===== src/rtl/deserializer_pkg.sv =====
// Shared types and sizing helpers for the deserializer.
package deserializer_pkg;

  typedef enum logic {
    FILL = 1'b0,
    DONE = 1'b1
  } state_e;

  // Word counter width: max(1, clog2(n)).
  function automatic int cnt_width(input int n);
    return (n < 2) ? 1 : $clog2(n);
  endfunction

endpackage


===== src/rtl/deserializer_control.sv =====
// FSM, word counter and handshake decode for the deserializer.
// DESERIALIZER_OVERLAP_EN lets a new frame start in the cycle the old one leaves.
module deserializer_control
  import deserializer_pkg::*;
#(
  parameter int N_SAMPLES = 8
) (
  input  logic                 i_clk,
  input  logic                 i_reset,
  input  logic                 i_recv_val,
  input  logic                 i_send_rdy,
  output logic                 o_recv_rdy,
  output logic                 o_send_val,
  output logic [N_SAMPLES-1:0] o_wr_en
);

  localparam int CW = cnt_width(N_SAMPLES);
  localparam logic [CW-1:0] LAST = CW'(N_SAMPLES - 1);

  state_e          r_state, w_state_nxt;
  logic [CW-1:0]   r_count, w_count_nxt;
  logic            w_recv_xfer, w_send_xfer;

  always_ff @(posedge i_clk) begin
    if (i_reset) begin
      r_state <= FILL;
      r_count <= '0;
    end else begin
      r_state <= w_state_nxt;
      r_count <= w_count_nxt;
    end
  end

  always_comb begin
    w_state_nxt = r_state;
    w_count_nxt = r_count;
    o_recv_rdy  = 1'b0;
    o_send_val  = 1'b0;
    o_wr_en     = '0;
    w_recv_xfer = 1'b0;
    w_send_xfer = 1'b0;
    case (r_state)
      FILL: begin
        o_recv_rdy  = 1'b1;
        w_recv_xfer = i_recv_val;
        if (w_recv_xfer) begin
          o_wr_en = N_SAMPLES'(1) << r_count;
          if (r_count == LAST) begin
            w_count_nxt = '0;
            w_state_nxt = DONE;
          end else begin
            w_count_nxt = r_count + CW'(1);
          end
        end
      end
      DONE: begin
        o_send_val  = 1'b1;
        w_send_xfer = i_send_rdy;
`ifdef DESERIALIZER_OVERLAP_EN
        o_recv_rdy  = i_send_rdy;
        w_recv_xfer = i_recv_val & i_send_rdy;
`endif
        if (w_send_xfer) begin
          w_state_nxt = FILL;
          w_count_nxt = '0;
`ifdef DESERIALIZER_OVERLAP_EN
          // Incoming word becomes slot 0 of the next frame.
          if (w_recv_xfer) begin
            o_wr_en = N_SAMPLES'(1);
            if (N_SAMPLES == 1) w_state_nxt = DONE;
            else                w_count_nxt = CW'(1);
          end
`endif
        end
      end
      default: begin
        w_state_nxt = FILL;
        w_count_nxt = '0;
      end
    endcase
  end

endmodule


===== src/rtl/deserializer.sv =====
// Serial-to-parallel frame builder: N_SAMPLES words of BIT_WIDTH into one message.
// Optional macro DESERIALIZER_OVERLAP_EN removes the per-frame bubble cycle.
module deserializer
  import deserializer_pkg::*;
#(
  parameter int BIT_WIDTH = 32,
  parameter int N_SAMPLES = 8
) (
  input  logic                           i_clk,
  input  logic                           i_reset,
  input  logic [BIT_WIDTH-1:0]           i_recv_msg,
  input  logic                           i_recv_val,
  output logic                           o_recv_rdy,
  output logic [N_SAMPLES*BIT_WIDTH-1:0] o_send_msg,
  output logic                           o_send_val,
  input  logic                           i_send_rdy
);

  logic [N_SAMPLES-1:0] w_wr_en;
  logic [BIT_WIDTH-1:0] r_slot [N_SAMPLES];

  deserializer_control #(.N_SAMPLES(N_SAMPLES)) u_ctrl (
    .i_clk      (i_clk),
    .i_reset    (i_reset),
    .i_recv_val (i_recv_val),
    .i_send_rdy (i_send_rdy),
    .o_recv_rdy (o_recv_rdy),
    .o_send_val (o_send_val),
    .o_wr_en    (w_wr_en)
  );

  // Slots keep their contents after a frame leaves; the next frame overwrites them.
  for (genvar i = 0; i < N_SAMPLES; i++) begin : g_slot
    always_ff @(posedge i_clk) begin
      if (i_reset)         r_slot[i] <= '0;
      else if (w_wr_en[i]) r_slot[i] <= i_recv_msg;
    end
    assign o_send_msg[i*BIT_WIDTH +: BIT_WIDTH] = r_slot[i];
  end

endmodule

===== config.mk =====
export PLATFORM = sky130hd
export DESIGN_NAME = deserializer
export DESIGN_NICKNAME = d
export VERILOG_FILES = /design/src/rtl/deserializer_pkg.sv /design/src/rtl/deserializer_control.sv /design/src/rtl/deserializer.sv
export SDC_FILE = /design/constraint.sdc
export NUM_CORES = 1
export LEC_CHECK = 0
export CAP_MARGIN = 20
export CORE_UTILIZATION = 40
export CTS_BUF_LIST = sky130_fd_sc_hd__clkbuf_2
export CTS_CLUSTER_SIZE = 12
export DETAILED_ROUTE_END_ITERATION = 10
export PLACE_DENSITY = 0.71
export SYNTH_ARGS = -nofsm -noshare
export SYNTH_HDL_FRONTEND = slang
export SYNTH_SLANG_ARGS = --single-unit

===== constraint.sdc =====
create_clock -name i_clk -period 2.76 [get_ports i_clk]
set_input_delay 0.552 -clock i_clk [delete_from_list [all_inputs] [get_ports i_clk]]
set_output_delay 0.552 -clock i_clk [all_outputs]
set_load 0.05 [all_outputs]

# After elaboration in Yosys (flattened, before gate mapping)
# Memories as Yosys holds them, arrays and structs flattened.
# Cells that the tools add are included.
totals:
  ff_bits: 4
  latch_bits: 0
  ram_bits: 256
  romBits: 0
  in_bits: 36
  out_inout_bits: 258
  word_cells: 64
  n_memories: 1
op_classes:
  addsub: 1
  n_mul: 0
  div: 0
  n_lt_le_gt_ge: 0
  n_eq_ne: 3
  n_shift: 1
  muxes: 46
  bitwise: 9
  reduce_logical: 1
mem_list:
  columns: ["name", "depth", "width", "rd", "rd_ports_with_merged_regs", "wr", "line", "source"]
  rows:
  - ["r_slot", 8, 32, 8, 0, 8, "deserializer.sv:20", "logic [BIT_WIDTH-1:0] r_slot [N_SAMPLES];"]
op_table:
  columns: ["op", "n"]
  rows:
  - ["$mux W32", 8]
  - ["$mux W1", 31]
  - ["$mux W8", 2]
  - ["$mux W3", 3]
  - ["$or A1 B1 Y1", 8]
  - ["$shl A1 B3 Y8 const A", 1]
  - ["$pmux W3 S2", 1]
  - ["$ne A2 B2 Y1 const B", 2]
  - ["$add A3 B1 Y3 const B", 1]
  - ["$eq A3 B3 Y1 const B", 1]
  - ["$pmux W1 S2", 1]
  - ["$reduce_and A2 Y1", 1]
  - ["$not A1 Y1", 1]

# Logic depth before layout (Yosys ltp)
# Gate-level depths: netlist (run 1).
logic_depth:
  ltp_word: 7
  depth_mapped: 7
  depth_no_buf: 4

# Cells and area by module
# From an unflattened synthesis (run 1), not the netlist that was laid out.
unflattened:
  hier_cells: 612
  hier_area_um2: 10727.8
by_module_without_submodules:
  columns: ["module", "instances", "cells_each", "area_each_um2", "seq_area_each_um2"]
  rows:
  - ["deserializer", 1, 573, 10396.2, 7687.4]
  - ["deserializer_control", 1, 39, 331.6, 80.1]

# Worst setup path before layout (run 1)
# No wires, ideal clock.
synth_path:
  kind: "flip-flop to flip-flop"
  startpoint: "reg u_ctrl.r_state"
  endpoint: "mem r_slot[0][0], enable pin"
  setup_ns: 0.388
  t_arrival_ns: 1.759
  required_time_ns: 2.372
  path_slack_ns: 0.613
  path_stages_with_launch: 4
  path_buffers: 1
  synth_period_minus_slack_ns: 2.147
  path_cell_list: "dfxtp_1 buf_2 nor3b_1 a21o_1"
synth_rtl:
  columns: ["item", "line", "source"]
  rows:
  - ["from (decl)", "deserializer_control.sv:20", "state_e r_state, w_state_nxt;"]
  - ["from (signal assigned)", "deserializer_control.sv:29", "r_state <= w_state_nxt;"]
  - ["to (decl)", "deserializer.sv:20", null]

# Final worst setup path (run 1)
layout_path:
  startpoint: "reg u_ctrl.r_state"
  endpoint: "out o_send_val"
layout_between:
  elab_chain_cells: 1
layout_lines:
  columns: ["item", "line", "source"]
  rows:
  - ["$mux W1", "deserializer_control.sv:42", "case (r_state)"]
  - ["to (decl)", "deserializer.sv:15", "output logic o_send_val,"]
# No other way between the ends.

==> impl_metrics.yaml, run 1 <==
synth:
  synth_edf_count: 256
  postSynthCellCount: 655
  synth-seq-cells: 260
  synth-compound-area-share: 0.00980
  syn_avg_cell_area_um2: 14.8
  netlist_area_mm2: 0.00970
  synth_xor_area_frac: 0
  ys_seq_area_frac: 0.801
  synth-adder-area-share: 0.00774
  synthFlopType: "edfxtp_1"
  async_flop_share: 0
  synth-simple-area-share: 0.160
  yosysWarnings: 0
  muxShareOfSynthArea: 0.00116
  syn_nets: 697
  synth_top_family_by_area: "simple AND/OR/NAND/NOR gates"
  ys_types: 25
floorplan:
  die_area_mm2: 0.0249
  row_count: 56
  initial_core_util: 0.411
  io_pins: 294
  chipHeight_um: 158
  core_region_area_mm2: 0.0236
  die_w_um: 158
final_layout:
  n_fill_cell: 1880
  area_growth_pct: 41.6
  layout.nets: 1045
  final_cell_mix: "clkdlybuf4s50_1, edfxtp_1, nor2_1, clkbuf_2, and2_1"
  n_antenna_cell: 0
  final_cells: 1363
  final_common_cell: "clkdlybuf4s50_1"
  post-route-cell-area_mm2: 0.0137
  drive_gt1_frac: 0.139
placement:
  dp_hpwl_um: 18200
  placed_area_mm2: 0.0132
  gp_congestion: 0.782
  io_buffers: 293
  place_inst: 1253
timing:
  max_slew_margin: 0.598
  finalSetupTns_ps: 0
  period_needed_ps: 2560
  clock_skew_ps: 40.6
  rsz0062_at_grt: "false"
  setup-violations-final: 0
  report.final.hold_viol_count: 0
  fmax_mhz: 391
  worst_slew_pin_slew_ps: 603
  holdWs_ps: 470
  final-max-slew-violation-count: 0
  fin_crit_sh: 0.926
clock_tree:
  clock_sinks: 260
  cts_tree: "done"
  clockBufferDepth: 3
  cts_buffers: 67
  path_clk_slew_ps: 110
  cts_root_buf: "clkbuf_2"
  htree_levels: 3
  post_cts_buffers: 0
  clk_latency_ps: 790
worst_setup_path:
  worst_path_max_delay_cell: "dfxtp_1"
  startpoint: "u_ctrl.r_state"
  end_kind: "output pin"
  critical-path-max-stage-delay_ps: 640
  path_cells: "dlygate4sd2_1"
  cp_top_family: "flip-flops"
  timing.rr.start: "u_ctrl.r_count[0]"
  crit_required_ps: 2210
  start_kind: "register"
  crit_arrival_ps: 2000
  critPathMaxFanout: 13
  critPathBufInv: 1
  critical_path_class: "reg2out"
route:
  dr.first_iter.drc_count: 407
  vias: 6497
  drt-total-wl_um: 27100
  drc: 0
  firstDrtPassIters: 5
  ant_nets: 0
  drt-vias-per-instance: 4.77
  wl_per_cell_um: 19.9
power:
  ir_worst_vdd_v: 0.000331
  p_leak_nw: 5.10
  power_density_mw_per_mm2: 617
grt:
  grt_overflow: 0
  grt_pass1_vias: 6655
  antenna_found_initial: 0
  grt_max_degree: 40
  grt_usage: 0.220
  grt_first_pass_wirelength_um: 39200
hold_path:
  worstHoldStart: "i_send_rdy"
  min_path_type: "in2reg"
run_status:
  run_status: "finished clean"
run:
  maxCapViolations: 0
-- cells by family (layout without fill, tap and decap cells) --
group                    Yosys count  in the layout
buffers and inverters             43            432
flip-flops                       260            260
multiplexers                       1              1
adder cells (fa/ha/maj)            6              6
AO/OA/AOI/OAI                     12             12
AND/OR/NAND/NOR                  333            333
-- routing by layer --
layer	vias up	track usage	share of wire	wire length, µm
met2	318	0.370	0.50	13700
met1	3151	0.259	0.38	10300
met3	44	0.0717	0.093	2510
met4	0	0.0902	0.021	580
li1	2984	-	-	-
met5	-	0	0	0
-- flip-flops by register name (all words and copies together), names as in the netlist --
name and count:
u_ctrl.r_count 3, r_slot 256, u_ctrl.r_state 1
-- metrics by stage --
stage,setup slack (ps),utilization,total power [mW]
after global routing,86.2,0.582,8.84
after global placement,418,0.559,6.13
final,203,0.582,8.47
after CTS,114,0.582,8.57
after detailed placement,339,0.559,6.14
after floorplan,613,-,5.53
-- timing repair --
action | CTS | global route
hold buffers | 0 | 0
endpoints found under the setup margin | 2 | 0
resized for setup | 2 | 0
-- worst paths after layout --
path / end / slack [ps] / depth (start not counted)
worst max-delay path: o_send_val / 200 / 1
worst min-delay path: u_ctrl.r_state / 470 / 3
worst max register to register: r_slot[0][97] / 850 / 5
worst min register to register: u_ctrl.r_count[2] / 530 / 2
-- power breakdown --
part           internal [mW]  switching (mW)  total, mW  leakage [nW]
registers               4.53          0.0628       4.59          2.70
logic                  0.423            1.03       1.45          1.96
clock network          0.936            1.50       2.43         0.440
-- synth_stat cells, types with 3 or more instances --
library cell / instances / share of area
edfxtp_1: 256 / 0.79
nand2_1: 32 / 0.012
inv_1: 4 / 0.0015
nand4bb_1: 3 / 0.0035
dfxtp_1: 4 / 0.0083
buf_2: 28 / 0.014
ha_1: 6 / 0.0077
nand2b_1: 34 / 0.022
buf_1: 6 / 0.0023
nor2_1: 193 / 0.075
clkbuf_1: 5 / 0.0019
a31o_2: 4 / 0.0036
and2_1: 64 / 0.041
a21o_1: 5 / 0.0039
-- layout make-up --
cell class	instances	area, µm²	share of cell area
Multi-Input combinational cell	352	1790	0.130
Tap cell	319	399	0.0291
Clock inverter	12	51.3	0.00374
Sequential cell	260	7770	0.566
Inverter	4	15.0	0.00109
Clock buffer	98	490	0.0357
Timing Repair Buffer	318	3220	0.234
Power figures use the tool's default switching activity.
==> run 2: changes to the inputs <==
Settings changed: PLACE_DENSITY 0.71 to 0.69, SYNTH_HIERARCHICAL set to 1.
==> run 2 against run 1 <==
Effect of this change: the run now ends with DRC left; flip-flop and latch count unchanged; wire length up 7.5%; total power up 1.7%; global-route usage down 0.66 points; clock skew up 2.0 ps; final area up 5.1%; register-to-register slack worse by 250 ps; critical path type unchanged.
==> impl_metrics.yaml, run 2 <==
clock_tree:
  post_cts_buffers: 0
  cts_tree: "done"
  path_clk_slew_ps: 110
  cts_buffers: 68
  clock_sinks: 260
  cts_root_buf: "clkbuf_2"
  htree_levels: 3
  clk_latency_ps: 800
  clockBufferDepth: 3
placement:
  gp_congestion: 0.739
  dp_hpwl_um: 17800
  placed_area_mm2: 0.0139
  io_buffers: 293
  dp_worst_setup_slack_ps: 53.2
timing:
  worst_slack_ps: 210
  rsz0062_at_grt: "false"
  setup-violations-final: 0
  report.final.hold_viol_count: 0
  final-max-slew-violation-count: 0
  period_needed_ps: 2550
  worst_slew_pin_slew_ps: 1000
  fin_crit_sh: 0.924
  finalSetupTns_ps: 0
  clock_skew_ps: 42.6
  max_slew_margin: 0.331
  fmax_mhz: 392
run:
  maxCapViolations: 0
worst_setup_path:
  timing.rr.start: "u_ctrl/r_count[0]"
  critical_path_class: "reg2out"
  path_cells: "clkdlybuf4s50_1"
  crit_required_ps: 2210
  critPathMaxFanout: 1
  worst_path_max_delay_cell: "clkdlybuf4s50_1"
  startpoint: "r_slot[1][21]"
  cp_top_family: "buffers and inverters"
  critPathBufInv: 1
  crit_arrival_ps: 2000
  end_kind: "output pin"
  critical-path-max-stage-delay_ps: 850
  start_kind: "register"
run_status:
  violations: "DRC"
  run_status: "complete, but fails checks"
synth:
  ys_types: 23
  synth.top_cell.area_share: 0.717
  yosysWarnings: 6
  async_flop_share: 0
  netlist_area_mm2: 0.0107
  synthFlopType: "edfxtp_1"
  synth_commonest_cells: "and3b_1, edfxtp_1, buf_6"
  synth_edf_count: 256
  postSynthCellCount: 612
  syn_avg_cell_area_um2: 17.5
  synthTopCellsByArea: "edfxtp_1, and3b_1, buf_6, clkbuf_1, dfxtp_1"
  syn_nets: 654
  synth_top_area_cell: "edfxtp_1"
  synth-seq-cells: 260
  ys_seq_area_frac: 0.724
final_layout:
  regMostFlops: "r_slot"
  layout.nets: 984
  area_growth_pct: 34.6
  final_cell_mix: "clkdlybuf4s50_1, and3b_1, edfxtp_1, clkbuf_2, buf_4"
  largest_register_ffs: 256
  final_common_cell: "clkdlybuf4s50_1"
  reg_top3: "r_slot: 256 flops, u_ctrl/r_count: 3 flops, u_ctrl/r_state: 1 flops"
  drive_gt1_frac: 0.140
  fin_util: 0.551
  post-route-cell-area_mm2: 0.0144
floorplan:
  row_count: 59
  chipHeight_um: 166
  initial_core_util: 0.409
  die_w_um: 166
  io_pins: 294
  core_region_area_mm2: 0.0262
  die_area_mm2: 0.0275
grt:
  grt_max_degree: 122
  grt_usage: 0.213
  grt_pass1_vias: 6941
  grt_overflow: 0
  grt_first_pass_wirelength_um: 43600
  antenna_found_initial: 3
power:
  p_total_mw: 8.62
  p_leak_nw: 6.42
  power_density_mw_per_mm2: 597
  intPower_mw: 5.98
  p_clk_frac: 0.297
  ir_worst_vdd_v: 0.000300
  switchingPower_mw: 2.64
  switching_share: 0.306
  power_frac_comb: 0.171
  sequentialPowerShare: 0.532
hold_path:
  worstHoldStart: "i_reset"
  min_path_type: "in2reg"
route:
  dr.first_iter.drc_count: 464
  ant_nets: 0
  drc: 21
  drt-vias-per-instance: 5.02
  vias: 6653
  wl_per_cell_um: 22.0
  drt-total-wl_um: 29100
  firstDrtPassIters: 8
==> run 2: changes by cell type after synthesis, sizes merged, moves of 4 or more <==
| cell | previous run | this run |
|---|---|---|
| nor2 | 193 | 2 |
| and2 | 64 | 1 |
| a31o | 4 | 0 |
| nand2 | 32 | 2 |
| or2 | 1 | 8 |
| and3b | 0 | 256 |
| a21o | 5 | 0 |
| clkbuf | 5 | 24 |
| nand2b | 34 | 4 |
| buf | 34 | 30 |
==> run 2: worst paths after layout <==
check	to	slack, ps	cells past startpoint
max	o_send_msg[149]	210	1
min reg2reg	u_ctrl/r_count[1]	530	2
max reg2reg	r_slot[1][110]	600	5
min	u_ctrl/r_state	210	2
==> run 2: cell families after synthesis <==
| kind of cell | Yosys count | synth area share |
|---|---|---|
| and+or+nand+nor | 282 | 0.224 |
| buffers and inverters | 59 | 0.0413 |
| DFF | 260 | 0.724 |
| adders and majority gates | 6 | 0.00700 |
| muxes | 1 | 0.00105 |
| AOI/OAI and AO/OA | 4 | 0.00233 |
==> run 2: through the flow <==
step	hold slack, ps	std cells
floorplan	481	612
global placement	503	1207
detailed placement	517	1207
CTS	109	1323
global route	112	1325
finish	210	1325
==> run 2: metal layers <==
layer	up-vias	GRT usage	part of all wire
met5	-	0	0.00058
met4	2	0.0748	0.022
met2	298	0.355	0.49
met3	37	0.0677	0.082
met1	3258	0.262	0.40
li1	3058	-	-
==> run 2: layout make-up <==
cell class	instances	area, µm²
fill	2116	11800
clock inverter	20	101
timing repair buffer	314	3100
antenna	2	5.00
tap	335	419
multi-input combinational	293	2540
inverter	5	18.8
sequential	260	7770
clock buffer	96	480
==> run 2: repair_timing <==
| action | CTS | global route |
|---|---|---|
| hold buffers | 0 | 0 |
| gates resized for setup | 2 | 0 |
| endpoints found under the setup margin | 2 | 0 |
==> run 2: power groups by stage <==
| stage | sequential (mW) | combinational, mW | clock (mW) |
|---|---|---|---|
| 2_1_floorplan | 5.36 | 0.231 | 0 |
| 3_3_place_gp | 4.68 | 1.47 | 0 |
| 3_5_place_dp | 4.68 | 1.48 | 0 |
| 4_1_cts | 4.59 | 1.48 | 2.66 |
| 5_1_grt | 4.61 | 1.52 | 2.88 |
| 6_report | 4.59 | 1.47 | 2.56 |
==> run 3: changes to the inputs <==
Settings changed: PLACE_DENSITY 0.69 to 0.68.
==> run 3 against run 2 <==
Effect of this change: die area unchanged; via count decreased by 1.3%; sequential share of layout area down 0.77 points; fmax fell by 0.58%; critical path type unchanged; global-route usage fell by 0.26 points; clock-buffer cell count shrank 1; sequential power hardly changed; clock skew is 30 ps higher; the flow still finishes with violations (DRC); clock power rose by 16%; wire length shrank 1.0%; total power increased by 4.9%; cell count is 0.45% higher.
==> impl_metrics.yaml, run 3 (synthesized netlist as in run 2, its figures left out) <==
timing:
  period_needed_ps: 2560
  rsz0062_at_grt: "false"
  fmax_mhz: 390
  report.final.hold_viol_count: 0
  clock_skew_ps: 72.7
  fin_crit_sh: 0.929
  finalSetupTns_ps: 0
  final-max-slew-violation-count: 0
  max_slew_margin: 0.398
  setup-violations-final: 0
  worst_slew_pin_slew_ps: 902
  worst_slack_ps: 195
final_layout:
  ff_latch_area_mm2: 0.00777
  multi_input_area_mm2: 0.00254
  n_fill_cell: 2126
  final_cell_mix: "clkdlybuf4s50_1, and3b_1, edfxtp_1, clkbuf_2, buf_4"
  layout.nets: 988
  reg_top3: "r_slot: 256 flops, u_ctrl/r_count: 3 flops, u_ctrl/r_state: 1 flops"
  drive_gt1_frac: 0.147
  largest_register_ffs: 256
  area_growth_pct: 36.5
  final_common_cell: "clkdlybuf4s50_1"
  regMostFlops: "r_slot"
  fin_util: 0.559
grt:
  grt_overflow: 0
  grt_max_degree: 130
  grt_first_pass_wirelength_um: 43000
  antenna_found_initial: 3
  grt_pass1_vias: 6912
  grt_usage: 0.211
clock_tree:
  htree_levels: 3
  hold_buffers: 0
  clockBufferDepth: 3
  clk_latency_ps: 810
  clock_sinks: 260
  cts_tree: "done"
  cts_root_buf: "clkbuf_2"
  cts_buffers: 69
  path_clk_slew_ps: 100
route:
  firstDrtPassIters: 7
  vias: 6569
  drt-vias-per-instance: 4.94
  wl_per_cell_um: 21.7
  dr.first_iter.drc_count: 468
  drt-total-wl_um: 28800
  ant_nets: 0
  drc: 22
worst_setup_path:
  critical_path_class: "reg2out"
  critPathBufInv: 1
  end_kind: "output pin"
  crit_arrival_ps: 2010
  critical-path-max-stage-delay_ps: 820
  critPathMaxFanout: 1
  crit_required_ps: 2210
  start_kind: "register"
  worst_path_max_delay_cell: "clkdlybuf4s50_1"
  path_cells: "clkdlybuf4s50_1"
  cp_top_family: "buffers and inverters"
run:
  maxCapViolations: 0
floorplan:
  die_area_mm2: 0.0275
  chipHeight_um: 166
  core_region_area_mm2: 0.0262
  io_pins: 294
  die_w_um: 166
  initial_core_util: 0.409
  row_count: 59
power:
  p_total_mw: 9.04
  power_density_mw_per_mm2: 617
  p_leak_nw: 6.52
  ir_worst_vdd_v: 0.000432
hold_path:
  min_path_type: "in2reg"
placement:
  gp_congestion: 0.753
  dp_worst_setup_slack_ps: 362
  io_buffers: 293
  dp_hpwl_um: 17900
run_status:
  violations: "DRC"
  run_status: "complete, but fails checks"
## run 3: final cells by class
| type | count | area share |
|---|---|---|
| Multi-Input combinational cell | 293 | 0.174 |
| Sequential cell | 260 | 0.530 |
| Timing Repair Buffer | 317 | 0.218 |
| Clock buffer | 95 | 0.0325 |
| Clock inverter | 23 | 0.0155 |
| Tap cell | 335 | 0.0286 |
| Antenna cell | 3 | 0.000513 |
| Inverter | 5 | 0.00128 |
## run 3: through the flow
| step | hold slack [ps] | cells | instance area, µm² |
|---|---|---|---|
| final | 144 | 1331 | 14600 |
| after CTS | 57.6 | 1328 | 14600 |
| after global placement | 504 | 1210 | 13900 |
| after global routing | 52.3 | 1331 | 14600 |
| after detailed placement | 517 | 1210 | 13900 |
| after floorplan | 481 | 612 | 10700 |
## run 3: worst paths after layout
path / from / end / slack, ps / cells after the start
max: r_slot[0][8] / o_send_msg[8] / 200 / 1
min reg2reg: u_ctrl/r_count[1] / u_ctrl/r_count[1] / 530 / 2
max reg2reg: u_ctrl/r_count[0] / r_slot[1][107] / 700 / 5
min: i_reset / u_ctrl/r_state / 140 / 2
## run 3: metal layers
layer / GRT usage / up-vias / routed length, µm
li1: - / 3064 / -
met1: 0.259 / 3215 / 11800
met3: 0.0717 / 31 / 2230
met2: 0.349 / 257 / 14300
met5: 0 / - / 17
met4: 0.0703 / 2 / 514
## run 3: worst register-to-register path, delay by kind of cell, from the launching register on
family	cells	cell delay, ps
buffers and inverters	1	80
AND/OR/NAND/NOR	2	800
flip-flops	1	400
adder cells (fa/ha/maj)	2	400
## run 3: report_power, final
group | internal [mW] | switching, mW
logic | 0.449 | 1.04
registers | 4.53 | 0.0618
clock network | 1.40 | 1.57
total | 6.37 | 2.67
## run 3: what timing repair did
item,CTS,global route
setup endpoints to repair,2,0
buffers inserted,0,0
resized for setup,2,0
